`src/rtl/thrust_input_if.sv`:
```
// thrust_input_if: player thrust controls in, conditioned thrust lever value out
//   dpad_mode      - 1 selects the D-pad ramp, 0 the analog stick
//   joy_up         - D-pad up, lowers thrust
//   joy_down       - D-pad down, raises thrust
//   analog_y       - signed stick Y, -128 is full up
//   thrust         - registered 8-bit lever value
//   thrust_changed - one-cycle pulse on a new thrust value
//   at_limit       - thrust sits at 0 or the upper clamp
interface thrust_input_if;
  logic       dpad_mode;
  logic       joy_up;
  logic       joy_down;
  logic [7:0] analog_y;
  logic [7:0] thrust;
  logic       thrust_changed;
  logic       at_limit;
  modport master(
    output dpad_mode, joy_up, joy_down, analog_y,
    input  thrust, thrust_changed, at_limit
  );
  modport slave(
    input  dpad_mode, joy_up, joy_down, analog_y,
    output thrust, thrust_changed, at_limit
  );
endinterface

```
`src/rtl/thrust_input.sv`:
```
// thrust_input: conditions stick or D-pad input into the core's 8-bit THRUST lever value
//   clk_sys - system clock
//   reset   - asynchronous active-high reset
//   bus     - thrust_input_if.slave: controls in, thrust/thrust_changed/at_limit out
module thrust_input #(
  parameter int TICK_DIV   = 196850,
  parameter int MAX_THRUST = 254
) (
  input logic           clk_sys,
  input logic           reset,
  thrust_input_if.slave bus
);
  localparam int            CW   = TICK_DIV > 1 ? $clog2(TICK_DIV) : 1;
  localparam logic [CW-1:0] LAST = CW'(TICK_DIV - 1);
  localparam logic [7:0]    MAX  = 8'(MAX_THRUST);
  logic [CW-1:0] cnt_q, cnt_d;
  logic [7:0]    acc_q, acc_d, thrust_q, thrust_d, ana_c;
  logic [8:0]    ana;
  logic          mode_q, changed_q, changed_d, limit_q, limit_d;
  logic          tick, rise, inc, dec;
  always_comb begin
    // 127 - y in 9 bits; result is always 0..255 so bit 8 only matters for the clamp
    ana       = 9'd127 - {bus.analog_y[7], bus.analog_y};
    ana_c     = ana > {1'b0, MAX} ? MAX : ana[7:0];
    tick      = cnt_q == LAST;
    rise      = bus.dpad_mode & ~mode_q;
    inc       = tick & bus.joy_down & ~bus.joy_up & (acc_q < MAX);
    dec       = tick & bus.joy_up & ~bus.joy_down & (acc_q != 8'd0);
    // a mode switch restarts the step period so the first step is a full period away
    cnt_d     = (rise | tick) ? '0 : cnt_q + 1'b1;
    // bumpless transfer: the ramp resumes from where the stick was
    acc_d     = rise ? ana_c : inc ? acc_q + 8'd1 : dec ? acc_q - 8'd1 : acc_q;
    // on the switch cycle acc_q is stale, so keep following the stick one more cycle
    thrust_d  = (bus.dpad_mode & ~rise) ? acc_q : ana_c;
    changed_d = thrust_d != thrust_q;
    limit_d   = thrust_d == 8'd0 || thrust_d == MAX;
  end
  always_ff @(posedge clk_sys or posedge reset) begin
    if (reset) begin
      cnt_q     <= '0;
      acc_q     <= '0;
      mode_q    <= 1'b0;
      thrust_q  <= '0;
      changed_q <= 1'b0;
      limit_q   <= 1'b1;
    end else begin
      cnt_q     <= cnt_d;
      acc_q     <= acc_d;
      mode_q    <= bus.dpad_mode;
      thrust_q  <= thrust_d;
      changed_q <= changed_d;
      limit_q   <= limit_d;
    end
  end
  assign bus.thrust         = thrust_q;
  assign bus.thrust_changed = changed_q;
  assign bus.at_limit       = limit_q;
endmodule

```
`src/flat_wrapper.sv`:
```
// flat-port wrapper written by rule: the top's interface ports become plain ports
module thrust_input_flat 
#(
  parameter int TICK_DIV   = 196850,
  parameter int MAX_THRUST = 254
)
  (clk_sys, reset, bus_dpad_mode, bus_joy_up, bus_joy_down, bus_analog_y, bus_thrust, bus_thrust_changed, bus_at_limit);
  thrust_input_if bus_i ();
  input logic clk_sys;
  input logic reset;
  input wire logic [$bits(bus_i.dpad_mode)-1:0] bus_dpad_mode;
  input wire logic [$bits(bus_i.joy_up)-1:0] bus_joy_up;
  input wire logic [$bits(bus_i.joy_down)-1:0] bus_joy_down;
  input wire logic [$bits(bus_i.analog_y)-1:0] bus_analog_y;
  output wire logic [$bits(bus_i.thrust)-1:0] bus_thrust;
  output wire logic [$bits(bus_i.thrust_changed)-1:0] bus_thrust_changed;
  output wire logic [$bits(bus_i.at_limit)-1:0] bus_at_limit;
  assign bus_i.dpad_mode = bus_dpad_mode;
  assign bus_i.joy_up = bus_joy_up;
  assign bus_i.joy_down = bus_joy_down;
  assign bus_i.analog_y = bus_analog_y;
  assign bus_thrust = bus_i.thrust;
  assign bus_thrust_changed = bus_i.thrust_changed;
  assign bus_at_limit = bus_i.at_limit;
  thrust_input #(.TICK_DIV(TICK_DIV), .MAX_THRUST(MAX_THRUST)) u_core (.clk_sys(clk_sys), .reset(reset), .bus(bus_i));
endmodule
```
`config.mk`:
```
export PLATFORM = sky130hd
export DESIGN_NAME = thrust_input_flat
export DESIGN_NICKNAME = d
export VERILOG_FILES = /design/src/rtl/thrust_input_if.sv /design/src/rtl/thrust_input.sv /design/src/flat_wrapper.sv
export SDC_FILE = /design/constraint.sdc
export NUM_CORES = 1
export LEC_CHECK = 0
export ABC_AREA = 1
export CORE_ASPECT_RATIO = 1.75
export CORE_MARGIN = 5
export CORE_UTILIZATION = 60
export CTS_BUF_LIST = sky130_fd_sc_hd__clkbuf_8
export CTS_CLUSTER_DIAMETER = 80
export CTS_CLUSTER_SIZE = 16
export DETAILED_ROUTE_END_ITERATION = 10
export PLACE_DENSITY = 0.82
export RECOVER_POWER = 100
export SLEW_MARGIN = 5
export SYNTH_ARGS = -nofsm -noshare
export SYNTH_HDL_FRONTEND = slang
export SYNTH_SLANG_ARGS = --single-unit
```
`constraint.sdc`:
```
create_clock -name clk_sys -period 3.1 [get_ports clk_sys]
set_input_delay 0.31 -clock clk_sys [delete_from_list [all_inputs] [get_ports clk_sys]]
set_output_delay 0.31 -clock clk_sys [all_outputs]
set_load 0.05 [all_outputs]
```
==> impl_metrics.tcl <==
set metrics [dict create \
    outcome "finished with violations" \
    failing_checks "max-capacitance violations, max-slew violations" \
    r2r_slack_ps 380 \
    net-switching-power_mw 0.6291 \
    die_boundary_width_um 58.61 \
    holdCritStartpoint "u_core.cnt_q[0]" \
    comb_power_share 0.368 \
    initial_utilization 0.6092 \
    clock_path_buffers 2 \
    first_pass_iters 4 \
    clk_transition_reported_paths_ps 70 \
    p_int_mw 0.9508 \
    grt_pass1_vias 2314 \
    clock_insertion_delay_worst_skew_ps 300 \
    hold_viol 0 \
    place.detailed.instances 391 \
    worst_r2r_path_depth 13 \
    placementRows 31 \
    grt_setup_unrepaired "no" \
    antenna-diode-count 0 \
    crit_start_category "flip-flop" \
    cts.repair.resized 0 \
    path_max_fanout 8 \
    static-leakage-power_nw 1.296 \
    synthesis.nets 345 \
    grt_pass1_wl_mm 10.17 \
    grt_antenna_before_repair 0 \
    cp_class "flip-flop to flip-flop" \
    tritoncts.num_buffers 5 \
    wl_per_cell_um 14.75 \
    clock_sinks 37 \
    grt_max_degree 38 \
    timing.setup.tns_ps 0 \
    cts_htree_levels 2 \
    total_number_of_vias 2198 \
    synth.yosys.seq_area_share 0.3737 \
    maxClockFrequency_mhz 368.0 \
    synth_ff_type "sky130_fd_sc_hd__dfrtp_1" \
    critical_path_arrival_ps 2920 \
    post_cts.repair.setup_buffers 0 \
    routed_via_count_divided_by_cell_count 5.509 \
    drc_errors 0 \
    die-height_um 95.07 \
    finalInstanceArea_um2 2774 \
    detailed_place_hpwl_mm 4.662 \
    core_area_um2 4073 \
    slowest_cell_delay_on_critical_path_ps 450 \
    dpl_cell_area_um2 2738 \
    tritoncts "built" \
    netSwitchingFraction 0.3982 \
    gr-usage-all-layers 0.2421 \
    period_minus_slack_ps 2718 \
    worst_hold_path.endpoint "u_core.cnt_q[0]" \
    die-area_um2 5572 \
    postSynthRegisterBits 37 \
    regToRegEndpoint "u_core.acc_q[5]" \
    cts_hold_buf 0 \
    ys_warn_count 0 \
    ios 23 \
    wl_met2_mm 3.301 \
    most_frequent_cp_cell "sky130_fd_sc_hd__nand2_1" \
    area_growth_pct 11.80 \
    slew_viol_final 38 \
    worst_slew_pin_slew_ps 1972 \
    drv_cap 1 \
    p_total_mw 1.580 \
    clock_power_share 0.226 \
    synth-edff-count 0 \
    cts_root_buffer "sky130_fd_sc_hd__clkbuf_8" \
    fin_crit_sh 0.8766 \
    syn_inst 322 \
    port_buffer_count 22 \
    met3_wl_post_dr_um 174 \
    total_power_divided_by_cell_area_nw_per_um2 569.6 \
    hold_slack_ps 570.5 \
    worstPathCellList "ha_1 > inv_1 > nor2_1 > nand4_1 > nor2_4 > nand2_1 > ha_1 > a21oi_1 > nand2_1 > a21oi_1 > xor2_1 > nand2_1 > a31oi_1" \
    dr.first_iter.drc_count 69 \
    timing.final.setup_violations 0 \
    hold-path-cell-count 1 \
    netlist_area_um2 2481 \
    pre_cts_ws_ps 391.4 \
    netlist-cell-type-count 37 \
    final_layout_size_suffix_gt1_frac 0.1029 \
    layout.nets 372 \
    finalWeightedCongestion 0.9582 \
    clock-skew-final_ps 9.831 \
    route.top_layer_used "met4" \
    hold_class "flip-flop to flip-flop" \
    grt_residual_overflow 0 \
    vdd_drop_max_mv 0.3540 \
    ant_nets 0 \
    timing.critical_path.slowest_stage_cell "sky130_fd_sc_hd__dfrtp_1" \
    wirelength_mm 5.886 \
    power.sequential.fraction 0.406 \
    syn-mean-instance-area_um2 7.705 \
    worst_r2r_startpoint "u_core.cnt_q[0]" \
    cp_data_required_time_ps 3300 \
    worst_max_slew_margin_expressed_relative_to_the_limit -0.3149 \
    finalWorstSetupSlack_ps 382.4 \
    post_layout_nonfiller_instances 399 \
    final_util 0.6811 \
    kind_of_end_point_of_the_critical_path "flip-flop" \
    synthArstFlopShare 1.000 \
    fillerInstances 366 \
    met1_length_mm 2.120 \
]
flip-flops by register name, summed over array words and instances (netlist names):
signal	count
u_core.bus.thrust_changed	1
u_core.bus.at_limit	1
u_core.acc_q	8
u_core.cnt_q	18
u_core.mode_q	1
u_core.bus.thrust	8
cell type report:
cell class              count  area, µm²  area share
repair buffers             23      224.0     0.08074
flip-flops and latches     37      927.1      0.3342
multi-input cells         236       1292      0.4659
clock inverters             2      11.26    0.004060
inverters                  46      175.2     0.06315
clock buffers               6      82.58     0.02977
well taps                  49      61.31     0.02210
kinds of logic (layout without fill, tap and decap cells):
family                   after synthesis  in the layout  synth area share
AO/OA/AOI/OAI                         42             42            0.1029
flip-flops                            37             37            0.3737
adder cells (fa/ha/maj)               10             10           0.05346
XOR/XNOR                              13             13           0.04589
buffers and inverters                 49             77           0.08421
AND/OR/NAND/NOR                      171            171            0.3399
synthesized netlist by cell type, drive strengths merged (3+ instances only):
master	number	area, µm²
nor2	44	220.2
nor3	11	55.05
a21oi	13	68.82
xor2	13	113.9
dfrtp	36	900.9
a31oi	3	18.77
nand3	21	132.6
nor4	3	18.77
nand2	78	327.8
inv	45	171.4
nand4	10	62.56
buf	3	32.53
ha	9	112.6
o21ai	21	131.4
how the worst max path moves through the flow:
stage | slack, ps | to | start
3_5_place_dp | 390 | u_core.acc_q[5] | bus_joy_down
4_1_cts | 370 | u_core.acc_q[5] | u_core.cnt_q[0]
2_1_floorplan | 690 | u_core.acc_q[4] | u_core.cnt_q[1]
5_1_grt | 180 | u_core.acc_q[4] | u_core.cnt_q[1]
3_3_place_gp | 450 | u_core.acc_q[4] | bus_joy_down
6_report | 380 | u_core.acc_q[5] | u_core.cnt_q[0]
critical path: cells and delay by family, from the launching register on:
kind            cells  cell delay (ps)
simple gates        6              850
fa+ha+maj           2              630
buf+inv             1               40
flops               1              450
xor+xnor            1              180
compound gates      3              490
layout by cell type (no fill, tap or decap), types with 6 or more instances in the layout:
cell type                         count
sky130_fd_sc_hd__nand2_2              8
sky130_fd_sc_hd__xor2_1              13
sky130_fd_sc_hd__nand2_1             69
sky130_fd_sc_hd__nand3_1             18
sky130_fd_sc_hd__clkdlybuf4s50_1     10
sky130_fd_sc_hd__clkbuf_8             6
sky130_fd_sc_hd__ha_1                 9
sky130_fd_sc_hd__o21ai_0             18
sky130_fd_sc_hd__nand4_1             10
sky130_fd_sc_hd__nor3_1              11
sky130_fd_sc_hd__inv_1               43
sky130_fd_sc_hd__dlygate4sd3_1       12
sky130_fd_sc_hd__dfrtp_1             36
sky130_fd_sc_hd__a21oi_1             13
sky130_fd_sc_hd__nor2_1              36
layer usage:
| layer | vias to the layer above | global-route usage |
|---|---|---|
| met5 | - | 0 |
| met4 | 0 | 0.1588 |
| met1 | 1030 | 0.2430 |
| met3 | 23 | 0.03388 |
| li1 | 1087 | - |
| met2 | 58 | 0.4478 |
power groups by stage:
stage	clock, mW	combinational (mW)	sequential (mW)
3_3_place_gp	0	0.591	0.649
6_report	0.357	0.581	0.641
5_1_grt	0.383	0.665	0.654
4_1_cts	0.361	0.605	0.642
2_1_floorplan	0	0.421	0.672
3_5_place_dp	0	0.602	0.650
(Power assumes the default switching activity.)
